## src/rtl/pool_layer_controller.sv

```systemverilog
// Max-pooling layer sequencer: walks feature/row-group/column counters,
// drives the pool window buffer through a cmd/ack handshake, and tags each
// pooled result after the fixed two-cycle comparator latency.
module pool_layer_controller #(
  parameter int POOL_SIZE     = 2,
  parameter int FMAP_SIZE     = 6,
  parameter int OUT_SIZE      = 3,
  parameter int TOTAL_FEATURE = 4,
  parameter int FEAT_WIDTH    = 2,
  parameter int POS_WIDTH     = 2
) (
  input  logic                  clk,
  input  logic                  rst_n,
  input  logic                  enable,
  input  logic [1:0]            pool_ack,
  output logic [1:0]            pool_cmd,
  output logic                  out_valid,
  output logic [FEAT_WIDTH-1:0] out_feature,
  output logic [POS_WIDTH-1:0]  out_row,
  output logic [POS_WIDTH-1:0]  out_col,
  output logic                  layer_done,
  output logic                  busy
);

  localparam logic [1:0] CMD_IDLE      = 2'b00;
  localparam logic [1:0] CMD_LOAD      = 2'b01;
  localparam logic [1:0] CMD_SHIFT     = 2'b10;
  localparam logic [1:0] ACK_LOAD_FIN  = 2'b01;
  localparam logic [1:0] ACK_SHIFT_FIN = 2'b10;

  localparam logic [POS_WIDTH-1:0]  LOAD_LAST = POS_WIDTH'(POOL_SIZE - 1);
  localparam logic [POS_WIDTH-1:0]  POS_LAST  = POS_WIDTH'(OUT_SIZE - 1);
  localparam logic [FEAT_WIDTH-1:0] FEAT_LAST = FEAT_WIDTH'(TOTAL_FEATURE - 1);

  // The pooled grid must tile the feature map exactly.
  generate
    if (FMAP_SIZE != OUT_SIZE * POOL_SIZE) begin : g_size_check
      $error("FMAP_SIZE must equal OUT_SIZE * POOL_SIZE");
    end
  endgenerate

  typedef enum logic [1:0] {
    S_IDLE  = 2'b00,
    S_LOAD  = 2'b01,
    S_SHIFT = 2'b10,
    S_DONE  = 2'b11
  } state_t;

  state_t                state, state_n;
  logic [POS_WIDTH-1:0]  load_cnt, load_n;
  logic [POS_WIDTH-1:0]  col_cnt, col_n;
  logic [POS_WIDTH-1:0]  row_cnt, row_n;
  logic [FEAT_WIDTH-1:0] feat_cnt, feat_n;
  logic [1:0]            cmd_n;
  logic                  capture;

  logic                  vld_p0, vld_p1;
  logic [FEAT_WIDTH-1:0] feat_p0, feat_p1;
  logic [POS_WIDTH-1:0]  row_p0, row_p1;
  logic [POS_WIDTH-1:0]  col_p0, col_p1;
  logic                  last_p1;

  assign busy    = (state == S_LOAD) || (state == S_SHIFT);
  assign last_p1 = (feat_p1 == FEAT_LAST) && (row_p1 == POS_LAST) && (col_p1 == POS_LAST);

  // Next-state, counter and command decode; dropping enable wins over any ack.
  always_comb begin
    state_n = state;
    load_n  = load_cnt;
    col_n   = col_cnt;
    row_n   = row_cnt;
    feat_n  = feat_cnt;
    cmd_n   = CMD_IDLE;
    capture = 1'b0;
    if (!enable) begin
      state_n = S_IDLE;
      load_n  = '0;
      col_n   = '0;
      row_n   = '0;
      feat_n  = '0;
    end else begin
      case (state)
        S_IDLE: begin
          state_n = S_LOAD;
          cmd_n   = CMD_LOAD;
        end
        S_LOAD: begin
          if (pool_ack == ACK_LOAD_FIN) begin
            if (load_cnt != LOAD_LAST) begin
              load_n = load_cnt + POS_WIDTH'(1);
              cmd_n  = CMD_LOAD;
            end else begin
              load_n  = '0;
              state_n = S_SHIFT;
              cmd_n   = CMD_SHIFT;
            end
          end
        end
        S_SHIFT: begin
          if (pool_ack == ACK_SHIFT_FIN) begin
            capture = 1'b1;
            if (col_cnt != POS_LAST) begin
              col_n = col_cnt + POS_WIDTH'(1);
              cmd_n = CMD_SHIFT;
            end else if (row_cnt != POS_LAST) begin
              col_n   = '0;
              row_n   = row_cnt + POS_WIDTH'(1);
              state_n = S_LOAD;
              cmd_n   = CMD_LOAD;
            end else if (feat_cnt != FEAT_LAST) begin
              col_n   = '0;
              row_n   = '0;
              feat_n  = feat_cnt + FEAT_WIDTH'(1);
              state_n = S_LOAD;
              cmd_n   = CMD_LOAD;
            end else begin
              col_n   = '0;
              row_n   = '0;
              feat_n  = '0;
              state_n = S_DONE;
            end
          end
        end
        S_DONE: begin
          state_n = S_DONE;
        end
        default: begin
          state_n = S_IDLE;
        end
      endcase
    end
  end

  // State, counters and registered command pulse.
  always_ff @(posedge clk) begin
    if (!rst_n) begin
      state    <= S_IDLE;
      load_cnt <= '0;
      col_cnt  <= '0;
      row_cnt  <= '0;
      feat_cnt <= '0;
      pool_cmd <= CMD_IDLE;
    end else begin
      state    <= state_n;
      load_cnt <= load_n;
      col_cnt  <= col_n;
      row_cnt  <= row_n;
      feat_cnt <= feat_n;
      pool_cmd <= cmd_n;
    end
  end

  // Valid chain; abort and reset flush every stage so nothing partial escapes.
  always_ff @(posedge clk) begin
    if (!rst_n || !enable) begin
      vld_p0     <= 1'b0;
      vld_p1     <= 1'b0;
      out_valid  <= 1'b0;
      layer_done <= 1'b0;
    end else begin
      vld_p0     <= capture;
      vld_p1     <= vld_p0;
      out_valid  <= vld_p1;
      layer_done <= vld_p1 && last_p1;
    end
  end

  // ---- stage p0: tag capture at the accepted shift ack ----
  always_ff @(posedge clk) begin
    if (!rst_n) begin
      feat_p0 <= '0;
      row_p0  <= '0;
      col_p0  <= '0;
    end else if (capture) begin
      feat_p0 <= feat_cnt;
      row_p0  <= row_cnt;
      col_p0  <= col_cnt;
    end
  end

  // ---- stage p1: comparator latency slot ----
  always_ff @(posedge clk) begin
    if (!rst_n) begin
      feat_p1 <= '0;
      row_p1  <= '0;
      col_p1  <= '0;
    end else if (vld_p0) begin
      feat_p1 <= feat_p0;
      row_p1  <= row_p0;
      col_p1  <= col_p0;
    end
  end

  // ---- stage p2: output tags, held between results and across abort ----
  always_ff @(posedge clk) begin
    if (!rst_n) begin
      out_feature <= '0;
      out_row     <= '0;
      out_col     <= '0;
    end else if (vld_p1 && enable) begin
      out_feature <= feat_p1;
      out_row     <= row_p1;
      out_col     <= col_p1;
    end
  end

endmodule

```

## config.mk

```make
export PLATFORM = sky130hd
export DESIGN_NAME = pool_layer_controller
export DESIGN_NICKNAME = d
export VERILOG_FILES = /design/src/rtl/pool_layer_controller.sv
export SDC_FILE = /design/constraint.sdc
export NUM_CORES = 1
export LEC_CHECK = 0
export CORE_MARGIN = 2
export CORE_UTILIZATION = 49
export CTS_CLUSTER_SIZE = 10
export DETAILED_ROUTE_END_ITERATION = 6
export PLACE_DENSITY = 0.82
export SLEW_MARGIN = 25
export SYNTH_ARGS = -nofsm -noshare
export SYNTH_HDL_FRONTEND = slang
export SYNTH_SLANG_ARGS = --single-unit
```

## constraint.sdc

```tcl
create_clock -name clk -period 1.6 [get_ports clk]
set_clock_uncertainty 0.2 [all_clocks]
set_input_delay 0.24 -clock clk [delete_from_list [all_inputs] [get_ports clk]]
set_output_delay 0.24 -clock clk [all_outputs]
set_load 0.03 [all_outputs]
```

==> run_results.csv, run 1 <==
group,metric,value,unit
status,outcome,"finished with violations",
status,violations,"DRC, setup timing",
grt,grt_use_total,0.195,
logic_synthesis,synthCells,152,
cts,holdBufCountCts,0,
timing,fin_ws,-106,ps
floorplanning,die_x,58.8,um
power,p_total,0.00151,W
logic_synthesis,synthFlopType,"dfxtp_1",
route,drt-wirelength-per-cell,15.1,um
route,drt_wl_total,3220,um
grt,grt_max_degree,14,
route,drc,2,
timing,hold_viol,0,
timing,slew_viol_final,0,
logic_synthesis,seq_area_frac_synth,0.463,
power,p_leak,0.703,nW
placement,dp_hpwl,2230,um
cts,htreeDepth,2,
grt,grt_pass1_wl,5080,um
power,vdd_drop_max,488,uV
timing,rsz0062_at_grt,"yes",
setup_path,required,1160,ps
timing,fmax,586,MHz
logic_synthesis,synth-edff-count,0,
layout,syn2layout_area_growth,27.6,%
worst_hold_path,hold_class,"input pin to register",
setup_path,cp-start-kind,"register",
cts,cts_tree,"done",
placement,place_inst,203,
grt,grt_overflow,0,
logic_synthesis,ys_ff_latch,34,
cts,root_buffer,"clkbuf_4",
run,cap_violations,0,
placement,gp_congestion,0.833,
layout,layout.nets,193,
route,via_per_inst,5.71,
logic_synthesis,syn-num-nets,163,
cts,cts.sinks,34,
cts,clk_latency,340,ps
setup_path,cp-end-kind,"output pin",
route,ant_nets,0,
floorplanning,coreArea,0.00281,mm2
floorplanning,num_rows,19,
route,first_pass_iters,7,
logic_synthesis,ys_warn_count,0,
grt,grt_pass1_vias,1196,
layout,final_cells,214,
timing,period_minus_slack,1710,ps
grt,antenna_found_initial,0,
timing,setup_viol,2,
logic_synthesis,synth.top_cell.area_share,0.463,
floorplanning,die_area,0.00346,mm2
layout,n_antenna_cell,0,
placement,io_buffers,15,
cts,cts_inserted_buffers,5,
timing,fin_crit_sh,1.07,
logic_synthesis,synth_area_leader_cell,"dfxtp_1",
cts,cts.clk_slew.worst_paths,110,ps
logic_synthesis,synth_area_leaders,"dfxtp_1 (46%), a21boi_0 (6.1%), ha_1 (5.1%), mux2i_1 (4.8%), nand2_1 (4.3%)",
layout,drive_gt1_frac,0.219,
logic_synthesis,synthDistinctLibCells,37,
floorplanning,io_pins,16,
floorplanning,start_util,0.525,
setup_path,worstSetupPathType,"register to output pin",
logic_synthesis,synth_area,0.00147,mm2
cts,clock_path_buffers,2,
route,num_vias,1223,
logic_synthesis,synthArstFlopShare,0,
route,drtIter0Drc,41,
timing,worst_slew_pin_slew,365,ps
timing,slew_headroom,0.756,
power,pwr_density_cell,803,mW/mm2
setup_path,critical_path_arrival,1270,ps
floorplanning,die_h,58.8,um
logic_synthesis,synth.avg_cell_area,9.68,um2
setup_path,crit_path_max_fanout,2,
-- kinds of logic (layout without fill, tap and decap cells) --
family | count (synthesis) | in the layout | synth area share
mux | 7 | 7 | 0.0476
simple gates | 62 | 63 | 0.247
buf+inv | 11 | 41 | 0.0349
compound gates | 31 | 31 | 0.151
fa+ha+maj | 6 | 6 | 0.0510
flops | 34 | 34 | 0.463
xor+xnor | 1 | 1 | 0.00595
-- repair_timing --
action                     CTS  global route
buffers inserted             0             2
cloned                       0             1
pin swaps                    1             3
setup endpoints to repair   13             8
resized for setup           18             8
-- flip-flops by register name, summed over array words and instances (netlist names), 2 cells and up --
register	cells
col_cnt	2
col_p0	2
col_p1	2
feat_cnt	2
feat_p0	2
feat_p1	2
load_cnt	2
out_col	2
out_feature	2
out_row	2
pool_cmd	2
row_cnt	2
row_p0	2
row_p1	2
state	2
-- path summary, 6_finish.rpt --
kind	cells past startpoint	start	endpoint	slack [ps]
max	4	state[0]	busy	-110
min	3	pool_ack[1]	vld_p0	110
max reg2reg	3	col_cnt[1]	pool_cmd[0]	-40
min reg2reg	2	out_col[1]	out_col[1]	270
-- synth_stat cells, types with 2 or more instances --
library cell	count
nand4bb_1	2
a21boi_0	12
nand2b_1	4
mux2i_1	7
nand4_1	3
nand3_1	12
and3_1	2
a211oi_1	2
nor2b_1	8
ha_1	6
inv_1	3
nand2_1	17
nor2_1	3
clkbuf_1	5
buf_2	2
a21oi_1	7
nand4b_1	2
o31ai_1	2
dfxtp_1	34
o21ai_0	2
-- stage by stage --
stage               hold WS [ps]   util  setup slack (ps)  setup TNS [ps]  instance area, um2
floorplan                    209      -              10.6               0                1480
global placement             249  0.616              -215           -2640                1730
detailed placement           252  0.616              -282           -3860                1730
CTS                          271  0.643              -119            -119                1800
global route                 122  0.669              -158            -364                1880
finish                       109  0.669              -106            -147                1880
-- report_power, final --
group	internal [W]	leakage [nW]	switching (W)
logic	0.0000712	0.394	0.0000675
registers	0.000851	0.275	0.00000528
clock network	0.000211	0.0343	0.000301
-- layout make-up --
type                       count  area, um2
clock buffer                   6       51.3
clock inverter                 2       12.5
fill                         227        928
inverter                       3       11.3
multi-input combinational    108        820
sequential                    34        686
tap                           31       38.8
timing repair buffer          30        258
-- critical path: stages, from the launching register on --
cell and delay [ps]:
dfxtp_2 360, inv_2 50, buf_4 140, ha_4 260, buf_6 120
-- cells in the final DEF (no fill, tap or decap), drive strengths merged, types with 4 or more instances in the layout --
cell type	n
clkbuf	6
nand2	17
nand2b	4
a21oi	7
nand3	12
dlygate4sd2	10
buf	16
a21boi	12
mux2i	7
nor2b	8
dfxtp	34
ha	6
-- per-layer routing --
| layer | routed length [um] | up-vias | GRT usage |
|---|---|---|---|
| li1 | - | 606 | - |
| met1 | 1310 | 580 | 0.198 |
| met2 | 1710 | 29 | 0.357 |
| met3 | 142 | 8 | 0.0703 |
| met4 | 51 | 0 | 0.0779 |
| met5 | 0 | - | 0 |
Power figures use the tool's default switching activity.
==> run 2: changes to the inputs <==
- GPL_ROUTABILITY_DRIVEN: default -> 0
==> results of run 2 <==
Final layout, timing and power as in run 1 (identical DEF).
==> RTL edit 1: new RTL, flow settings as in run 2 <==
Re-encode `state_t` (4 states) as Gray code, 2 bits wide.
--- a/src/rtl/pool_layer_controller.sv
+++ b/src/rtl/pool_layer_controller.sv
@@ -42,8 +42,8 @@
   typedef enum logic [1:0] {
     S_IDLE  = 2'b00,
     S_LOAD  = 2'b01,
-    S_SHIFT = 2'b10,
-    S_DONE  = 2'b11
+    S_SHIFT = 2'b11,
+    S_DONE  = 2'b10
   } state_t;
 
   state_t                state, state_n;
Check against the original RTL: same outputs for any inputs over 10 cycles, from zero or initial values and one cycle with rst_n low; not proved beyond that.
==> RTL edit 1 against run 2 <==
Setup slack better by 0.17 ns. Design area decreased by 8.4%. Sequential cell count unchanged. Sequential power is 0.5% lower. Wire length down 18%. Utilization decreased by 3.5 points. Power grew 15%. Area after synthesis down 5.9%. Critical path type unchanged. Worst hold slack improved by 0.13 ns. Highest routed layer unchanged.
==> RTL edit 1: results (changes against run 2) <==
Yosys
  – Top post-synthesis cells by area: dfxtp_1 49%, a21boi_0 6.5%, nand3_1 5.4%, mux2i_1 4.3%, a21oi_1 3.6%
  – Seq/Total Area, Yosys: 49.1% (+2.9 points)
  – Synthesized Nets: 154 (-5.5%)
  – Post-synth top cells: 34 x dfxtp_1, 15 x nand3_1, 12 x a21boi_0, 12 x nand2_1, 10 x a21oi_1
  – Number of library cell types mapped by synthesis: 32 (-14%)

Route
  – Wirelength per Cell: 12.8 um (-15%)
  – Met2 WL: 1.32 mm (-23%)
  – DR WL met3: 105 um (-26%)
  – Post-Route M1 WL: 1.18 mm (-9.9%)
  – Pre-Repair DR Iteration Count: 4 (-3)
  – Avg Vias per Cell: 5.56 (-2.8%)
  – DRT iter0 DRCs: 30 (-27%)

Min path
  – Hold wc startpoint: load_cnt[1]
  – HP Class: reg -> reg
  – Worst hold endpoint: load_cnt[1]
  – WHS Path Cells: 2 (-1)

Setup path
  – FF-to-FF Start: state[1]
  – Setup crit end: busy
  – Reg-to-Reg End: col_cnt[0]
  – Reg2reg setup slack: 0.15 ns (+0.19 ns)
  – FF-to-FF path depth: 4 (+1)
  – Arrival @ worst endpoint: 1.10 ns (-0.17 ns)
  – Crit-path max FO: 6 (+4)

Global routing
  – Vias in the first global route: 1047 (-12%)
  – GR Util met2: 29.6% (-6.2 points)
  – Met1 Resource Use GR: 19.8% (+0.020 points)
  – Global Route met3 Usage: 6.12% (-0.91 points)
  – GRT Total Usage: 17.3% (-2.1 points)
  – Largest net degree at the start of global routing: 20 (+6)
  – First-pass GRT wire length: 4.35 mm (-14%)

Placement
  – Place WS: -0.185 ns (+0.0974 ns)
  – Dpl hpwl: 1.96 mm (-12%)

STA
  – Hold WS: 0.241 ns (+0.132 ns)
  – Slew HR: 72.5% (-3.1 points)
  – Fin crit period: 1.54 ns (-0.171 ns)

Layout
  – Nets: 179 (-7.3%)
  – Antenna cells: 0 (unchanged)
  – Layout cells sized above 1: 13.8% (-8.1 points)

Clocking
  – Clk slew on worst S/H paths: 0.11 ns (about the same)

Power and ir drop
  – VDD IR max: 0.679 mV (+39%)

Run status
  – Status: completed
-- RTL edit 1: changes by cell type after synthesis, sizes merged, moves of 3 or more --
| cell | before | now |
|---|---|---|
| o21ai | 2 | 9 |
| ha | 6 | 1 |
| nand2 | 17 | 12 |
| a21oi | 7 | 10 |
| nand3 | 12 | 15 |
-- RTL edit 1: through the flow --
step	power (mW)	cells	TNS (ns)	instance area, sq um	utilization [%]
after detailed placement	0.941	197	-1.88	1620	59.8
final	1.74	205	0	1720	63.4
after global placement	0.939	197	-1.18	1620	59.8
after floorplan	0.910	148	0	1390	-
after CTS	1.77	205	0	1720	63.4
after global routing	1.80	205	0	1720	63.4
-- RTL edit 1: worst max-delay path: stages (launching register included) --
cell and delay (ns):
dfxtp_1 0.43, buf_4 0.18, buf_4 0.16
-- RTL edit 1: power by group --
part	switching [mW]	internal (mW)	leakage, nW
registers	0.00272	0.849	0.274
logic	0.0359	0.0339	0.329
clock network	0.288	0.529	0.0585
total	0.327	1.41	0.661
-- RTL edit 1: cell type report --
type / instances / area, sq um
clock buffer: 6 / 51.3
clock inverter: 2 / 60.1
fill: 246 / 991
inverter: 3 / 11.3
multi-input combinational: 101 / 644
sequential: 34 / 681
tap: 31 / 38.8
timing repair buffer: 28 / 233
-- RTL edit 1: timing repair --
item / in CTS / in global routing
endpoints found under the setup margin: 10 / 0
hold endpoints to repair: 0 / 0
hold buffers: 0 / 0
gates resized for setup: 10 / 0
-- RTL edit 1: logic make-up (layout without fill, tap and decap cells) --
logic type      count (synthesis)  in the layout  synth area share [%]
flops                          34             34                  49.1
compound gates                 37             37                  16.5
simple gates                   56             56                  24.1
fa+ha+maj                       1              1                 0.903
xor+xnor                        1              1                 0.632
mux                             6              6                  4.34
buf+inv                        13             39                  4.34
==> RTL edit 2: new RTL, config.mk and constraints of run 2 <==
Made on the original files. The parameter `FEAT_WIDTH` goes from 2 to 4.
--- a/src/rtl/pool_layer_controller.sv
+++ b/src/rtl/pool_layer_controller.sv
@@ -6,7 +6,7 @@
   parameter int FMAP_SIZE     = 6,
   parameter int OUT_SIZE      = 3,
   parameter int TOTAL_FEATURE = 4,
-  parameter int FEAT_WIDTH    = 2,
+  parameter int FEAT_WIDTH    = 4,
   parameter int POS_WIDTH     = 2
 ) (
   input  logic                  clk,
Ports: changed (resized out_feature); port bits go from 16 to 18. The function was not compared with the original's and may differ.
==> RTL edit 2 against run 2 <==
The flow finishes with violations (setup timing). Via count increased by 16%. Design area rose by 25%. Setup slack better by 0.066 ns. Synthesized cell count rose by 22%. Wire length increased by 10%. Critical path depth grew 2. Sequential cell count is 8 higher. Power rose by 21%. First-iteration DRC count is 150% higher. Area after synthesis up 23%. Critical path type is now reg -> reg. Critical endpoint is now col_cnt[0]. Largest power group unchanged.
==> RTL edit 2: results (changes against run 2) <==
Placement
  – Place WS: -0.345 ns (-0.0628 ns)
  – Dpl hpwl: 2.42 mm (+8.4%)
  – Area post-placement: 2130 sq um (+23%)
  – Placed Cells: 260 (+28%)
  – IO Port Bufs: 17 (+2)

Yosys
  – XOR/XNOR share of the synthesized area: 1.46% (+0.86 points)
  – Seq/Total Area, Yosys: 46.6% (+0.31 points)
  – Synthesized Nets: 197 (+21%)
  – Post-synth top cells: 42 x dfxtp_1, 31 x nand2_1, 16 x a21boi_0, 9 x mux2i_1, 9 x nand3_1
  – Adder-cell share of the synthesized area: 4.16% (-0.94 points)

Layout
  – Sequential cell count: 42 (+24%)
  – Clock buf/inv share: 3.37% (-0.027 points)
  – Multi-input combinational cell area: 982 sq um (+20%)
  – Filler cells: 308 (+36%)
  – NonClk Buf Share: 14.8% (+1.1 points)
  – Non-clk invs: 4 (+1)
  – Final Non-Filler Cells: 272 (+27%)
  – Multi-input combinational area share: 42.0% (-1.6 points)
  – Nets: 235 (+22%)
  – Comb_multi_in: 131 (+21%)
  – Clkbuf count: 5 (-1)

Min path
  – Hold wc startpoint: col_p1[0]
  – Worst hold endpoint: layer_done
  – HP Class: reg -> reg

Power and ir drop
  – Int Power: 1.40 mW (+24%)
  – Clock group share of total power: 35.2% (+1.2 points)
  – Tot Pwr: 1.83 mW (+21%)
  – Lkg Pwr: 0.886 nW (+26%)
  – Combinational power share: 7.0% (-2.2 points)

STA
  – Hold WS: 0.254 ns (+0.145 ns)
  – Setup TNS: -0.104 ns (+0.0429 ns)
  – Final WS setup: -0.0403 ns (+0.0661 ns)
  – Slew HR: 68.7% (-6.9 points)
  – # setup viols final: 3 (+1)

Run status
  – Failing checks: setup timing
  – Status: finished, violations left

Global routing
  – Vias in the first global route: 1363 (+14%)
  – GRT Total Usage: 18.0% (-1.4 points)
  – First-pass GRT wire length: 5.90 mm (+16%)
  – Largest net degree at the start of global routing: 18 (+4)

Clocking
  – Post-cts repair resize count: 24 (+6)
  – Clk slew on worst S/H paths: 0.08 ns (-0.03 ns)
  – CTS Root Cell: clkbuf_8
  – Clock latency on the worst-skew pair: 0.29 ns (-0.05 ns)

Setup path
  – Reg-to-Reg End: col_cnt[0]
  – Arrival @ worst endpoint: 1.67 ns (+0.40 ns)
  – Crit-path max FO: 7 (+5)
  – FF-to-FF Start: state[0]
  – FF-to-FF path depth: 6 (+3)
  – CP delay by family, top: simple AND/OR/NAND/NOR gates
  – Max stage delay cell, worst path: dfxtp_4

Route
  – Avg Vias per Cell: 5.20 (-9.0%)
  – Final wirelength: 3.55 mm (+10%)
  – Pre-Repair DR Iteration Count: 4 (-3)

Floorplan
  – Core Region: 3610 sq um (+29%)
==> RTL edit 2: layer usage <==
metal,global-route usage (%),share of wire (%),vias up,routed length (um)
met5,0,0,-,0
met4,9.84,1.8,0,63
met3,3.30,3.6,7,128
met2,32.6,53,30,1870
met1,19.7,42,655,1480
li1,-,-,723,-
==> RTL edit 2: worst reg2reg max path: stages, from the launching register on <==
cell,delay [ns]
dfxtp_4,0.37
inv_4,0.07
ha_4,0.16
nand3b_4,0.15
buf_4,0.18
or3_4,0.32
a21oi_2,0.12
==> RTL edit 2: worst max-delay path by stage <==
stage | start | end | slack, ns | cells past startpoint
final | state[0] | col_cnt[0] | -0.04 | 6
after CTS | state[1] | busy | -0.04 | 4
after detailed placement | pool_ack[1] | state[1] | -0.34 | 5
after global placement | pool_ack[1] | state[1] | -0.29 | 5
after global routing | state[0] | col_cnt[0] | -0.09 | 6
after floorplan | state[0] | feat_cnt[3] | -0.007 | 7
